$ cat config.mk
export PLATFORM = sky130hd
export DESIGN_NAME = aes_out_serializer_flat
export DESIGN_NICKNAME = d
export VERILOG_FILES = /design/src/rtl/aes_pkg.sv /design/src/rtl/aes_out_serializer_if.sv /design/src/rtl/aes_blk_fifo.sv /design/src/rtl/aes_out_serializer.sv /design/src/flat_wrapper.sv
export SDC_FILE = /design/constraint.sdc
export NUM_CORES = 1
export LEC_CHECK = 0
export BUFFER_PORTS_ARGS = -buffer_cell sky130_fd_sc_hd__buf_2
export CORE_UTILIZATION = 60
export DETAILED_ROUTE_END_ITERATION = 12
export GPL_TIMING_DRIVEN = 0
export PLACE_DENSITY = 0.9
export SETUP_SLACK_MARGIN = 0.1
export SLEW_MARGIN = 20
export SYNTH_ARGS = -nofsm -noshare
export SYNTH_HDL_FRONTEND = slang
export SYNTH_SLANG_ARGS = --single-unit
$ cat constraint.sdc
create_clock -name AES_clk -period 12.65 [get_ports AES_clk]
set_input_delay 0.6325 -clock AES_clk [delete_from_list [all_inputs] [get_ports AES_clk]]
set_output_delay 0.6325 -clock AES_clk [all_outputs]
set_load 0.005 [all_outputs]
$ cat src/rtl/aes_pkg.sv
// Shared constants, types and helpers for the AES output serializer slice.
package aes_pkg;

    localparam int AES_BLK_W  = 128;
    localparam int AES_WORD_W = 32;
    localparam int AES_WORDS  = 4;

    typedef logic [1:0] widx_t;

    localparam widx_t LAST_WIDX = widx_t'(AES_WORDS - 1);

    // Word 0 is the most significant 32 bits of the block.
    function automatic logic [AES_WORD_W-1:0] select_word(input logic [AES_BLK_W-1:0] blk,
                                                          input widx_t idx);
        case (idx)
            2'd0:    return blk[127:96];
            2'd1:    return blk[95:64];
            2'd2:    return blk[63:32];
            default: return blk[31:0];
        endcase
    endfunction

endpackage

$ cat src/rtl/aes_out_serializer_if.sv
// Word stream from the serializer to a narrow consumer (valid/ready handshake).
interface aes_out_serializer_if;
    import aes_pkg::*;

    logic [AES_WORD_W-1:0] ser_data;
    logic                  ser_valid;
    logic                  ser_ready;
    logic                  ser_last;

    modport master (output ser_data, ser_valid, ser_last, input ser_ready);
    modport slave  (input ser_data, ser_valid, ser_last, output ser_ready);

endinterface

$ cat src/rtl/aes_blk_fifo.sv
// DEPTH-entry FIFO of 128-bit blocks; a push into a full FIFO is allowed when
// the head is popped in the same cycle.
module aes_blk_fifo
    import aes_pkg::*;
#(
    parameter int DEPTH = 2
) (
    input  logic                      clk,
    input  logic                      rst_n,
    input  logic                      push,
    input  logic [AES_BLK_W-1:0]      push_data,
    input  logic                      pop,
    output logic [AES_BLK_W-1:0]      head_data,
    output logic [$clog2(DEPTH):0]    level,
    output logic                      full
);

    localparam int AW = $clog2(DEPTH);

    typedef logic [AW:0] ptr_t;

    logic [AES_BLK_W-1:0] mem [DEPTH];
    ptr_t                 wr_ptr;
    ptr_t                 rd_ptr;
    ptr_t                 level_q;
    logic                 push_ok;
    logic                 pop_ok;

    // Extra wrap bit distinguishes full from empty when the indices match.
    assign full    = (wr_ptr[AW] != rd_ptr[AW]) && (wr_ptr[AW-1:0] == rd_ptr[AW-1:0]);
    assign pop_ok  = pop && (level_q != '0);
    assign push_ok = push && (!full || pop_ok);

    assign head_data = mem[rd_ptr[AW-1:0]];
    assign level     = level_q;

    always_ff @(posedge clk) begin
        if (push_ok) begin
            mem[wr_ptr[AW-1:0]] <= push_data;
        end
    end

    always_ff @(posedge clk or negedge rst_n) begin
        if (!rst_n) begin
            wr_ptr  <= '0;
            rd_ptr  <= '0;
            level_q <= '0;
        end else begin
            if (push_ok) begin
                wr_ptr <= wr_ptr + ptr_t'(1);
            end
            if (pop_ok) begin
                rd_ptr <= rd_ptr + ptr_t'(1);
            end
            case ({push_ok, pop_ok})
                2'b10:   level_q <= level_q + ptr_t'(1);
                2'b01:   level_q <= level_q - ptr_t'(1);
                default: level_q <= level_q;
            endcase
        end
    end

endmodule

$ cat src/rtl/aes_out_serializer.sv
// Captures AES result blocks on the rising edge of their valid and streams
// each block out as four 32-bit words, MS word first, with sticky overflow.
module aes_out_serializer
    import aes_pkg::*;
#(
    parameter int DEPTH = 2
) (
    input  logic                      AES_clk,
    input  logic                      AES_rst_n,
    input  logic [AES_BLK_W-1:0]      AES_data_out,
    input  logic                      AES_data_out_valid,
    aes_out_serializer_if.master      ser,
    output logic [$clog2(DEPTH):0]    blk_level,
    output logic                      ovf,
    input  logic                      ovf_clr
);

    logic                 vld_q;
    logic                 capture;
    logic                 handshake;
    logic                 last_pop;
    logic                 push;
    logic                 drop;
    logic                 full;
    logic [AES_BLK_W-1:0] head_data;
    widx_t                widx;

    assign capture   = AES_data_out_valid && !vld_q;
    assign handshake = ser.ser_valid && ser.ser_ready;
    assign last_pop  = handshake && (widx == LAST_WIDX);
    assign push      = capture && (!full || last_pop);
    assign drop      = capture && full && !last_pop;

    aes_blk_fifo #(
        .DEPTH (DEPTH)
    ) u_fifo (
        .clk       (AES_clk),
        .rst_n     (AES_rst_n),
        .push      (push),
        .push_data (AES_data_out),
        .pop       (last_pop),
        .head_data (head_data),
        .level     (blk_level),
        .full      (full)
    );

    // Outputs depend only on registered state, never on ser_ready or the AES inputs.
    always_comb begin
        ser.ser_valid = (blk_level != '0);
        ser.ser_data  = '0;
        ser.ser_last  = 1'b0;
        if (ser.ser_valid) begin
            ser.ser_data = select_word(head_data, widx);
            ser.ser_last = (widx == LAST_WIDX);
        end
    end

    always_ff @(posedge AES_clk or negedge AES_rst_n) begin
        if (!AES_rst_n) begin
            vld_q <= 1'b0;
            widx  <= '0;
            ovf   <= 1'b0;
        end else begin
            vld_q <= AES_data_out_valid;
            if (last_pop) begin
                widx <= '0;
            end else if (handshake) begin
                widx <= widx + widx_t'(1);
            end
            // A drop in the same cycle as a clear keeps the flag set.
            if (drop) begin
                ovf <= 1'b1;
            end else if (ovf_clr) begin
                ovf <= 1'b0;
            end
        end
    end

endmodule

$ cat src/flat_wrapper.sv
// flat-port wrapper written by rule: the top's interface ports become plain ports
module aes_out_serializer_flat import aes_pkg::*;
#(
    parameter int DEPTH = 2
)
  (AES_clk, AES_rst_n, AES_data_out, AES_data_out_valid, blk_level, ovf, ovf_clr, ser_ser_data, ser_ser_valid, ser_ser_last, ser_ser_ready);
  aes_out_serializer_if ser_i ();
  input  logic AES_clk;
  input  logic AES_rst_n;
  input  logic [AES_BLK_W-1:0] AES_data_out;
  input  logic AES_data_out_valid;
  output logic [$clog2(DEPTH):0] blk_level;
  output logic ovf;
  input  logic ovf_clr;
  output wire logic [$bits(ser_i.ser_data)-1:0] ser_ser_data;
  output wire logic [$bits(ser_i.ser_valid)-1:0] ser_ser_valid;
  output wire logic [$bits(ser_i.ser_last)-1:0] ser_ser_last;
  input wire logic [$bits(ser_i.ser_ready)-1:0] ser_ser_ready;
  assign ser_ser_data = ser_i.ser_data;
  assign ser_ser_valid = ser_i.ser_valid;
  assign ser_ser_last = ser_i.ser_last;
  assign ser_i.ser_ready = ser_ser_ready;
  aes_out_serializer #(.DEPTH(DEPTH)) u_core (.AES_clk(AES_clk), .AES_rst_n(AES_rst_n), .AES_data_out(AES_data_out), .AES_data_out_valid(AES_data_out_valid), .ser(ser_i), .blk_level(blk_level), .ovf(ovf), .ovf_clr(ovf_clr));
endmodule
==> impl_metrics.ini <==
[status]
status = finished, final reports clean

[critical_path]
startpoint_type = flop
endpoint_kind = output pin
crit_buf_inv = 4
critPathRequiredTime_ns = 12.02
crit_fanout = 10
crit_type = reg2out
worstPathArrival_ns = 2.66
reg2regPathDepth = 6
crit_top_cell = buf_2
r2r-start = u_core.widx[0]
crit_path_start = u_core.widx[0]
critical_path_depth = 8
crit_family = buffers and inverters
critPathSlowestCell = clkbuf_1
cpPeakStageDelay_ns = 0.54
crit_chain = inv_1 -> ha_1 -> buf_2 -> clkbuf_1 -> a22oi_1 -> a32oi_1 -> o21a_1 -> buf_2

[worst_hold_path]
hp-class = in2reg
min_from = AES_data_out_valid
whs_path_depth = 1

[timing]
whs_ns = 0.2314
slew_violations = 0
clock.fmax_mhz = 303.4
slew_headroom = 0.5350
period_share = 0.2605
final.setup.tns_ns = 0
worst_pin_slew_ns = 0.6975
finClkSkew_ns = 0.01665
rsz0062_at_grt = no
hold_viol_final = 0
finalSetupViolCount = 0
period_needed_ns = 3.295

[synthesis]
yosys_warnings = 0
synth_common_cells = edfxtp_1, a21oi_1, a22oi_1
synth_cell_type_count = 28
avgSynthCellArea_sq_um = 16.95
synth_area_leader_cell = edfxtp_1
yosys-top-cells-area = edfxtp_1, a22oi_1, a21oi_1
syn-num-nets = 740
synth_ff_type = edfxtp_1
synth_top_area_frac = 0.7547
synth_edf_count = 256
yosysSeqAreaShare = 0.7793
yosysMostFrequentCell = edfxtp_1
synth.ff_latch_count = 266
synthArstFlopShare = 0.03759
syn_area_sq_um = 10190
syn_inst = 601

[cts]
postCtsSetupBuffers = 0
cts.clk_slew.worst_paths_ns = 0.06
clock_latency_ns = 0.53
cts.root.buffer_cell = clkbuf_16
numCtsBuffers = 26
htreeDepth = 1
cts_resized = 0
cts_tree = yes
cts_hold_buffers = 1
clockBufferDepth = 3
clock-sinks = 266

[run]
max-cap-violations = 0

[layout]
drive_above_1_share = 0.3008
fin_cells = 1057
nNetsFinal = 950
syn2layout_area_growth_pct = 21.13

[route]
dr.pass1.iters = 5
post_drt_via_cell_ratio = 6.129
routed_wl_um = 23830
drc = 0
vias = 6478
ant_nets = 0
wl_per_cell_um = 22.54
initialDrtViolationCount = 610

[floorplan]
fp.dieArea_sq_um = 17500
fp.dieW_um = 132.3
die_height_um = 132.3
core_area_sq_um = 16580
num_rows = 47
start_util = 0.6142
ioPinCount = 170

[global_route]
grt_pass1_vias = 6728
grt_pass1_wl_um = 35800
antenna_found_initial = 6
grt_max_degree = 57
grt.overflow.total = 0
grtUsageTotal = 0.2741

[power]
leakage_nw = 4.467
p_comb_frac = 0.352
switching_share = 0.3399
ir_worst_vdd_v = 0.0001761
powerDensity_nw_per_um2 = 240.1
p_clk_frac = 0.248
intPower_mw = 1.955
sequentialPowerShare = 0.399
p_sw_mw = 1.007

[place]
dpl.hpwl_um = 15420
place_inst = 1002
io_buffers = 169
place_congestion = 0.7984
[worst paths after layout]
path	endpoint	slack, ns
max	ser_ser_data[20]	9.35
min reg2reg	u_core.u_fifo.wr_ptr[1]	0.49
min	u_core.vld_q	0.23
max reg2reg	u_core.u_fifo.mem[1][68]	10.22
max in group asynchronous	u_core.widx[1]	11.97
min in group asynchronous	u_core.ovf	0.49
[metal layers]
metal / vias up / wire length, um / track usage
li1: 2849 / - / -
met1: 3183 / 8932 / 0.3520
met2: 403 / 11970 / 0.4641
met3: 41 / 2425 / 0.05998
met4: 2 / 484 / 0.1003
met5: - / 13 / 0
[power by group through the flow]
stage	clock network, mW	logic (mW)	registers (mW)
finish	0.736	1.04	1.18
global route	0.773	1.12	1.19
floorplan	0	0.618	1.21
detailed placement	0	1.02	1.20
CTS	0.743	1.04	1.18
global placement	0	0.966	1.23
[worst register-to-register path, delay by kind of cell, from the launching register on]
family                     cells  cell delay, ns
buffers and inverters          3            0.65
AOI/OAI and AO/OA              2            0.74
DFF                            1            0.44
adders and majority gates      1            0.29
[sequential cells by signal, summed over array words and instances (netlist names)]
name                  cells
u_core.u_fifo.mem       256
u_core.u_fifo.level       2
u_core.u_fifo.rd_ptr      2
u_core.u_fifo.wr_ptr      2
u_core.widx               2
u_core.ovf                1
u_core.vld_q              1
[placed cells by master (no fill, tap or decap), types with 4 or more instances in the layout]
| cell type | netlist | routed |
|---|---|---|
| clkbuf_16 | 0 | 26 |
| buf_6 | 0 | 8 |
| nand2_1 | 32 | 32 |
| clkinv_2 | 0 | 9 |
| edfxtp_1 | 256 | 256 |
| inv_1 | 7 | 7 |
| o21a_1 | 32 | 32 |
| xnor2_1 | 6 | 6 |
| clkbuf_1 | 16 | 22 |
| a21oi_1 | 64 | 64 |
| ha_1 | 6 | 6 |
| diode_2 | 0 | 6 |
| a32oi_1 | 32 | 32 |
| buf_2 | 22 | 191 |
| dfrtp_1 | 10 | 10 |
| a22oi_1 | 64 | 64 |
| mux2i_1 | 32 | 32 |
| buf_4 | 4 | 4 |
[area by class of cell]
cell class                 instances  area, sq um
timing repair buffer             182         1031
fill                             981         4245
antenna                            6        15.01
tap                              220        275.3
inverter                           7        26.28
sequential                       266         7938
clock buffer                      32        673.1
clock inverter                    16        143.9
buffer                            42        200.2
multi-input combinational        286         2036
[stage by stage]
step,power [mW],utilization,worst slack [ns],area [sq um]
2_1_floorplan,1.831,-,5.869,10190
3_3_place_gp,2.198,0.6818,3.261,11310
3_5_place_dp,2.222,0.6932,9.932,11500
4_1_cts,2.963,0.7431,9.348,12320
5_1_grt,3.082,0.7434,9.191,12330
6_report,2.962,0.7440,9.355,12340
[logic make-up after synthesis]
| logic type | after synthesis | synth area share |
|---|---|---|
| and+or+nand+nor | 40 | 0.01597 |
| DFF | 266 | 0.7793 |
| AOI/OAI and AO/OA | 198 | 0.1349 |
| xor gates and xnor gates | 9 | 0.007739 |
| buffers and inverters | 49 | 0.02223 |
| muxes | 33 | 0.03255 |
| adders and majority gates | 6 | 0.007370 |
No activity file was read; power rests on OpenSTA's default activity.
